## src/rtl/wr_burst_ctrl.sv

```systemverilog
// Write-side DMA burst engine: splits a decompressed job into 4 KB-safe write
// bursts, gates output beats against granted bursts and counts write responses.
module wr_burst_ctrl #(
    parameter int ADDR_WIDTH      = 64,
    parameter int DATA_WIDTH      = 512,
    parameter int MAX_BURST       = 64,
    parameter int MAX_OUTSTANDING = 8
) (
    input  logic                    clk,
    input  logic                    rst,
    input  logic                    start,
    input  logic [ADDR_WIDTH-1:0]   des_addr,
    input  logic [31:0]             decompression_length,
    output logic                    wr_req,
    output logic [ADDR_WIDTH-1:0]   wr_address,
    output logic [7:0]              wr_len,
    input  logic                    wr_req_ack,
    input  logic [DATA_WIDTH-1:0]   s_data,
    input  logic [DATA_WIDTH/8-1:0] s_strb,
    input  logic                    s_valid,
    output logic                    s_ready,
    output logic [DATA_WIDTH-1:0]   m_wdata,
    output logic [DATA_WIDTH/8-1:0] m_wstrb,
    output logic                    m_wvalid,
    output logic                    m_wlast,
    input  logic                    m_wready,
    output logic                    bready,
    input  logic                    bresp,
    output logic                    idle,
    output logic                    done
);

    localparam int CNT_W = 27;
    localparam int OUT_W = $clog2(MAX_OUTSTANDING) + 1;
    localparam int PTR_W = (MAX_OUTSTANDING > 1) ? $clog2(MAX_OUTSTANDING) : 1;

    typedef enum logic [2:0] {
        S_IDLE,
        S_CALC,
        S_REQ,
        S_DRAIN,
        S_DONE
    } state_t;

    state_t              state;
    logic [ADDR_WIDTH-1:0] cur_addr;
    logic [CNT_W-1:0]    remaining;
    logic [CNT_W-1:0]    total_beats;
    logic [CNT_W-1:0]    granted;
    logic [CNT_W-1:0]    sent;
    logic [OUT_W-1:0]    outstanding;
    logic [7:0]          beat_in_burst;

    logic [7:0]          fifo_mem [MAX_OUTSTANDING];
    logic [PTR_W-1:0]    wr_ptr;
    logic [PTR_W-1:0]    rd_ptr;
    logic [OUT_W-1:0]    fifo_count;

    logic [CNT_W-1:0]    total_calc;
    logic [CNT_W-1:0]    room;
    logic [CNT_W-1:0]    burst;
    logic [8:0]          burst_beats;
    logic                start_fire;
    logic                ack_fire;
    logic                resp_fire;
    logic                eligible;
    logic                beat_fire;
    logic                last_beat;
    logic                push;
    logic                pop;

    function automatic logic [PTR_W-1:0] ptr_next(input logic [PTR_W-1:0] p);
        if (p == PTR_W'(MAX_OUTSTANDING - 1)) begin
            return '0;
        end
        return p + PTR_W'(1);
    endfunction

    // Burst size is capped by what is left, the burst limit and the distance to the next 4 KB page.
    always_comb begin
        total_calc  = CNT_W'(({1'b0, decompression_length} + 33'd63) >> 6);
        room        = CNT_W'(7'd64 - {1'b0, cur_addr[11:6]});
        burst       = remaining;
        if (burst > CNT_W'(MAX_BURST)) begin
            burst = CNT_W'(MAX_BURST);
        end
        if (burst > room) begin
            burst = room;
        end
        burst_beats = {1'b0, wr_len} + 9'd1;
    end

    assign start_fire = start && idle;
    assign ack_fire   = wr_req && wr_req_ack;
    assign resp_fire  = bresp && (outstanding != '0);
    assign eligible   = granted > sent;
    assign last_beat  = beat_in_burst == fifo_mem[rd_ptr];
    assign beat_fire  = s_valid && m_wready && eligible;
    assign push       = ack_fire && (fifo_count < OUT_W'(MAX_OUTSTANDING));
    assign pop        = beat_fire && last_beat && (fifo_count != '0);

    assign m_wdata  = s_data;
    assign m_wstrb  = s_strb;
    assign m_wvalid = s_valid && eligible;
    assign s_ready  = m_wready && eligible;
    assign m_wlast  = m_wvalid && last_beat;

    always_ff @(posedge clk or posedge rst) begin
        if (rst) begin
            state       <= S_IDLE;
            wr_req      <= 1'b0;
            wr_address  <= '0;
            wr_len      <= '0;
            idle        <= 1'b1;
            done        <= 1'b0;
            bready      <= 1'b0;
            cur_addr    <= '0;
            remaining   <= '0;
            total_beats <= '0;
            granted     <= '0;
            outstanding <= '0;
        end else begin
            bready <= 1'b1;
            case ({ack_fire, resp_fire})
                2'b10:   outstanding <= outstanding + OUT_W'(1);
                2'b01:   outstanding <= outstanding - OUT_W'(1);
                default: outstanding <= outstanding;
            endcase
            case (state)
                S_IDLE: begin
                    if (start_fire) begin
                        idle        <= 1'b0;
                        done        <= 1'b0;
                        cur_addr    <= des_addr;
                        remaining   <= total_calc;
                        total_beats <= total_calc;
                        granted     <= '0;
                        state       <= S_CALC;
                    end
                end
                S_CALC: begin
                    if (remaining == '0) begin
                        state <= S_DRAIN;
                    end else if (outstanding < OUT_W'(MAX_OUTSTANDING)) begin
                        wr_req     <= 1'b1;
                        wr_address <= cur_addr;
                        wr_len     <= 8'(burst - CNT_W'(1));
                        state      <= S_REQ;
                    end
                end
                S_REQ: begin
                    if (wr_req_ack) begin
                        wr_req    <= 1'b0;
                        cur_addr  <= cur_addr + (ADDR_WIDTH'(burst_beats) << 6);
                        remaining <= remaining - CNT_W'(burst_beats);
                        granted   <= granted + CNT_W'(burst_beats);
                        state     <= S_CALC;
                    end
                end
                S_DRAIN: begin
                    if ((sent == total_beats) && (outstanding == '0)) begin
                        state <= S_DONE;
                    end
                end
                S_DONE: begin
                    done  <= 1'b1;
                    idle  <= 1'b1;
                    state <= S_IDLE;
                end
                default: state <= S_IDLE;
            endcase
        end
    end

    always_ff @(posedge clk or posedge rst) begin
        if (rst) begin
            sent          <= '0;
            beat_in_burst <= '0;
        end else if (start_fire) begin
            sent          <= '0;
            beat_in_burst <= '0;
        end else if (beat_fire) begin
            sent          <= sent + CNT_W'(1);
            beat_in_burst <= last_beat ? 8'd0 : beat_in_burst + 8'd1;
        end
    end

    // Burst-length FIFO holds wr_len of each granted burst so wlast lines up with its grant.
    always_ff @(posedge clk or posedge rst) begin
        if (rst) begin
            wr_ptr     <= '0;
            rd_ptr     <= '0;
            fifo_count <= '0;
            for (int i = 0; i < MAX_OUTSTANDING; i++) begin
                fifo_mem[i] <= '0;
            end
        end else begin
            if (push) begin
                fifo_mem[wr_ptr] <= wr_len;
                wr_ptr           <= ptr_next(wr_ptr);
            end
            if (pop) begin
                rd_ptr <= ptr_next(rd_ptr);
            end
            case ({push, pop})
                2'b10:   fifo_count <= fifo_count + OUT_W'(1);
                2'b01:   fifo_count <= fifo_count - OUT_W'(1);
                default: fifo_count <= fifo_count;
            endcase
        end
    end

endmodule

```

## config.mk

```make
export PLATFORM = sky130hd
export DESIGN_NAME = wr_burst_ctrl
export DESIGN_NICKNAME = d
export VERILOG_FILES = /design/src/rtl/wr_burst_ctrl.sv
export SDC_FILE = /design/constraint.sdc
export NUM_CORES = 1
export LEC_CHECK = 0
export BUFFER_PORTS_ARGS = -buffer_cell sky130_fd_sc_hd__buf_4
export CAP_MARGIN = 20
export CORE_AREA = 2 2 516 518
export DETAILED_ROUTE_END_ITERATION = 8
export DIE_AREA = 0 0 518 520
export GPL_TIMING_DRIVEN = 0
export SYNTH_ARGS = -nofsm -noshare
export SYNTH_HDL_FRONTEND = slang
export SYNTH_SLANG_ARGS = --single-unit
```

## constraint.sdc

```tcl
create_clock -name clk -period 36.3 [get_ports clk]
set_input_delay 7.26 -clock clk [delete_from_list [all_inputs] [get_ports clk]]
set_output_delay 7.26 -clock clk [all_outputs]
set_load 0.01 [all_outputs]
```

# Word-level counts from Yosys, hierarchy flattened
# Cells that the tools add are included.
# W data, S select, Z words.
totals:
  ff_bits: 337
  in_bits: 679
  elab_cells: 143
classes:
  addsub: 15
  magnitude_cmp: 8
  eq_ne: 18
  n_mux: 44
  bitwise: 3
  reduce_logical: 30
ops:
  columns: ["cell", "count"]
  rows:
  - ["$mux W27", 7]
  - ["$mux W64", 2]
  - ["$pmux W64 S2", 1]
  - ["$pmux W27 S2", 2]
  - ["$add A64 B15 Y64", 1]
  - ["$bwmux W64", 1]
  - ["$mux W8", 7]
  - ["$gt A27 B27 Y1", 2]
  - ["$add A32 B6 Y33 const B", 1]
  - ["$add A27 B1 Y27 const B", 1]
  - ["$add A27 B9 Y27", 1]
  - ["$eq A27 B27 Y1", 1]
  - ["$gt A27 B7 Y1 const B", 1]
  - ["$logic_not A27 Y1", 1]
  - ["$mux W3", 9]
  - ["$sub A27 B9 Y27", 1]
  - ["$bmux W8 S3", 1]
  - ["$demux W8 S3", 1]
  - ["$pmux W4 S2", 2]
  - ["$logic_and A1 B1 Y1", 13]
  - ["$pmux W3 S4", 1]
  - ["$reduce_bool A2 Y1", 6]
  - ["$ne A2 B2 Y1 const B", 5]
  - ["$add A8 B1 Y9 const B", 1]
  - ["other kinds (26)", 49]

# Longest topological paths before layout
depth:
  depth_word: 9
  ltp_mapped: 16
  ltp_nobuf: 15

# Worst setup path before layout
# OpenSTA, ideal clock, no wires.
synth_timing:
  path_kind: "input -> output"
  startpoint: "in s_valid"
  endpoint: "out m_wlast"
  arrival_ns: 7.708
  t_required_ns: 29.040
  setup_slack_ns: 21.332
  stages: 3
  path_buffers: 0
  path_cell_list: "o211a_1 > o21ai_1 > nor2_1"
synth_via:
  elab_chain_len: 2
synth_rtl:
  columns: ["item", "line", "source"]
  rows:
  - ["start, declared", "20", "input logic s_valid,"]
  - ["$logic_and A1 B1 Y1", "104", "assign m_wvalid = s_valid && eligible;"]
  - ["$logic_and A1 B1 Y1", "106", "assign m_wlast = m_wvalid && last_beat;"]
  - ["end, declared", "25", "output logic m_wlast,"]
# No other way between the ends.

# Final worst setup path
# Ends and elaborated chain as after synthesis.

==> flow_summary.ini <==
[cts]
clkSlewWorstSetupHoldPaths_ps = 60
post_cts_buffers = 0
cts_buffer_depth = 3
cts_tree = yes
cts_sinks = 337
hold_buffers = 0
cts_buffers = 40
cts_root_buf = clkbuf_16
cts_resized = 0
clkLatencyLatePin_ps = 590
h-tree-depth = 2

[power_and_ir_drop]
ir_worst_vdd_mv = 0.0354
p_leak_nw = 16.2
powerDensity_nw_per_um2 = 29.1
finalPower_mw = 1.03

[placed_design]
port_buffers = 757
place.gp.congestion = 0.949
hpwlAfterDp_um = 138000

[floorplanning]
die_height_um = 520
core_um2 = 264000
start_util_pct = 8.92
ioPinCount = 1334
die_area_um2 = 269000
dieWidth_um = 518
row_count = 189

[timing]
fin_crit_ps = 15360
hold_viol = 0
rsz0062_at_grt = no
fin_crit_sh_pct = 42.3
fmax_mhz = 65.1
relSlewSlack_pct = 29.4
worstMarginPinSlew_ps = 1060
finalSetupViolCount = 0
drv_slew = 0
final.setup.tns_ps = 0
finClkSkew_ps = 28.4

[detailed_routing]
wirelength_um = 156000
drc = 0
vias = 22856
drtIter0Drc = 1729
viasPerCell = 3.26
wl_per_cell_um = 22.3
drtPass1Iterations = 6
antenna_left = 0

[grt]
grt_pass1_vias = 21594
grt_pass1_wl_um = 201000
grt_max_degree = 123
grt_use_total_pct = 11.0
grt_overflow_total = 0
antenna_found_initial = 162

[synth]
ys_ff_latch = 337
yosysSeqAreaShare_pct = 35.8
synth.distinct_cells = 85
async_flop_share_pct = 100
avgSynthCellArea_um2 = 9.00
yosysWarningCount = 0
synthCells = 2616
netlist.area_leader.share_pct = 35.7
synth_nets = 3376
synth-main-ff-cell = dfrtp_1
synth_area_um2 = 23500
yosysTopAreaCell = dfrtp_1
yosys-top-cells-area = dfrtp_1 36%, buf_4 18%, nand2_1 5.8%, ha_1 4.0%, mux2_2 3.1%
synth-edff-count = 0

[hold_path]
hp-class = reg2reg
hold_path_depth = 2

[setup_path]
cp-start-kind = primary input
end_kind = output port
cp.arrival_ps = 8100
cp.required_ps = 29040
criticalPathCategory = in2out
worstPathMaxFanout = 8
reg2reg_depth = 14

[run]
max_cap_viol_count = 0

[finish]
drive_above_1_share_pct = 44.7
num-nets-final = 4180
fin_util_pct = 13.4
area_delta_synth_final_pct = 49.7

[status]
outcome = completed
critical path, stage by stage:
cell and delay, ps:
buf_4 120, o211a_1 90, o21ai_1 320, nor2_1 100, buf_4 190
where the power goes:
part	switching, mW	leakage [nW]	internal, mW
Sequential	0.00672	4.62	0.382
Clock	0.180	0.700	0.261
Combinational	0.0911	10.9	0.104
cell type report:
| cell class | count | area (um^2) |
|---|---|---|
| Sequential cell | 337 | 8430 |
| Clock inverter | 18 | 255 |
| Fill cell | 30304 | 229000 |
| Multi-Input combinational cell | 1526 | 10100 |
| Buffer | 675 | 4730 |
| Tap cell | 3533 | 4420 |
| Inverter | 78 | 300 |
| Clock buffer | 56 | 1160 |
| Antenna cell | 27 | 67.6 |
| Timing Repair Buffer | 762 | 5780 |
final timing paths:
kind,start,to,slack (ps)
max,s_valid,m_wlast,20940
min,wr_address[46],wr_address[46],480
max reg2reg,remaining[15],wr_len[4],31760
min reg2reg,wr_address[46],wr_address[46],480
max in group asynchronous,rst,fifo_mem[40],28330
min in group asynchronous,rst,cur_addr[0],6660
cells in the mapped netlist (8+ instances only):
| library cell | count |
|---|---|
| a211oi_1 | 14 |
| a21o_1 | 17 |
| a21oi_1 | 82 |
| a221o_1 | 14 |
| a22oi_1 | 14 |
| a31oi_1 | 8 |
| and2_1 | 14 |
| and3_1 | 20 |
| buf_2 | 18 |
| buf_4 | 577 |
| clkbuf_1 | 72 |
| dfrtp_1 | 336 |
| ha_1 | 76 |
| inv_1 | 78 |
| mux2_2 | 65 |
| mux2i_1 | 17 |
| mux4_2 | 16 |
| nand2_1 | 362 |
| nand3_1 | 76 |
| nand4_1 | 36 |
| nor2_1 | 118 |
| nor2b_1 | 8 |
| nor3_1 | 42 |
| nor4_1 | 36 |
| o211ai_1 | 28 |
| o21a_1 | 15 |
| o21ai_0 | 102 |
| o311ai_0 | 26 |
| o31ai_1 | 9 |
| or3_1 | 29 |
| or4_1 | 24 |
| xnor2_1 | 60 |
| xor2_1 | 62 |
metal layers:
layer,vias up,track usage (%),routed length [um]
met5,-,0,519
met3,334,5.02,17200
li1,10149,-,-
met1,10863,11.3,54300
met4,84,3.10,5590
met2,1426,20.0,78600
kinds of logic (layout without fill, tap and decap cells):
kind of cell	Yosys count	after routing	share of synthesized area [%]
compound gates	403	403	11.6
xor+xnor	122	122	4.54
fa+ha+maj	81	81	4.46
buf+inv	753	1589	21.3
flops	337	337	35.8
mux	98	98	5.36
other cells	1	28	0.0159
simple gates	821	821	16.9
cell usage in the layout (no fill, tap or decap), types with 26 or more instances in the layout:
cell | synthesis | final
nor3_1 | 42 | 41
a21oi_1 | 82 | 82
ha_1 | 76 | 76
nand3_1 | 76 | 76
nand4_1 | 36 | 36
buf_4 | 577 | 1335
dfrtp_1 | 336 | 336
or3_1 | 29 | 29
mux2_2 | 65 | 65
o211ai_1 | 28 | 28
xor2_1 | 62 | 62
nor4_1 | 36 | 36
xnor2_1 | 60 | 60
clkbuf_16 | 0 | 40
nor2_1 | 118 | 118
o311ai_0 | 26 | 26
diode_2 | 0 | 27
inv_1 | 78 | 77
o21ai_0 | 102 | 102
clkbuf_1 | 72 | 78
nand2_1 | 362 | 362
flip-flops by register name (all words and copies together), names as in the netlist, 27 cells and up:
register     flops
wr_address      64
remaining       27
fifo_mem        64
sent            27
total_beats     27
granted         27
cur_addr        64
through the flow:
stage | hold slack, ps | cell area [um^2] | cells | setup WS (ps)
final | 477 | 35200 | 7012 | 20940
after global routing | 491 | 35200 | 6998 | 20830
after CTS | 480 | 35200 | 6984 | 20940
after detailed placement | 464 | 33800 | 6910 | 20940
after global placement | 459 | 33700 | 6906 | 14500
after floorplan | 439 | 23500 | 2616 | 19700
(Power assumes the default switching activity.)
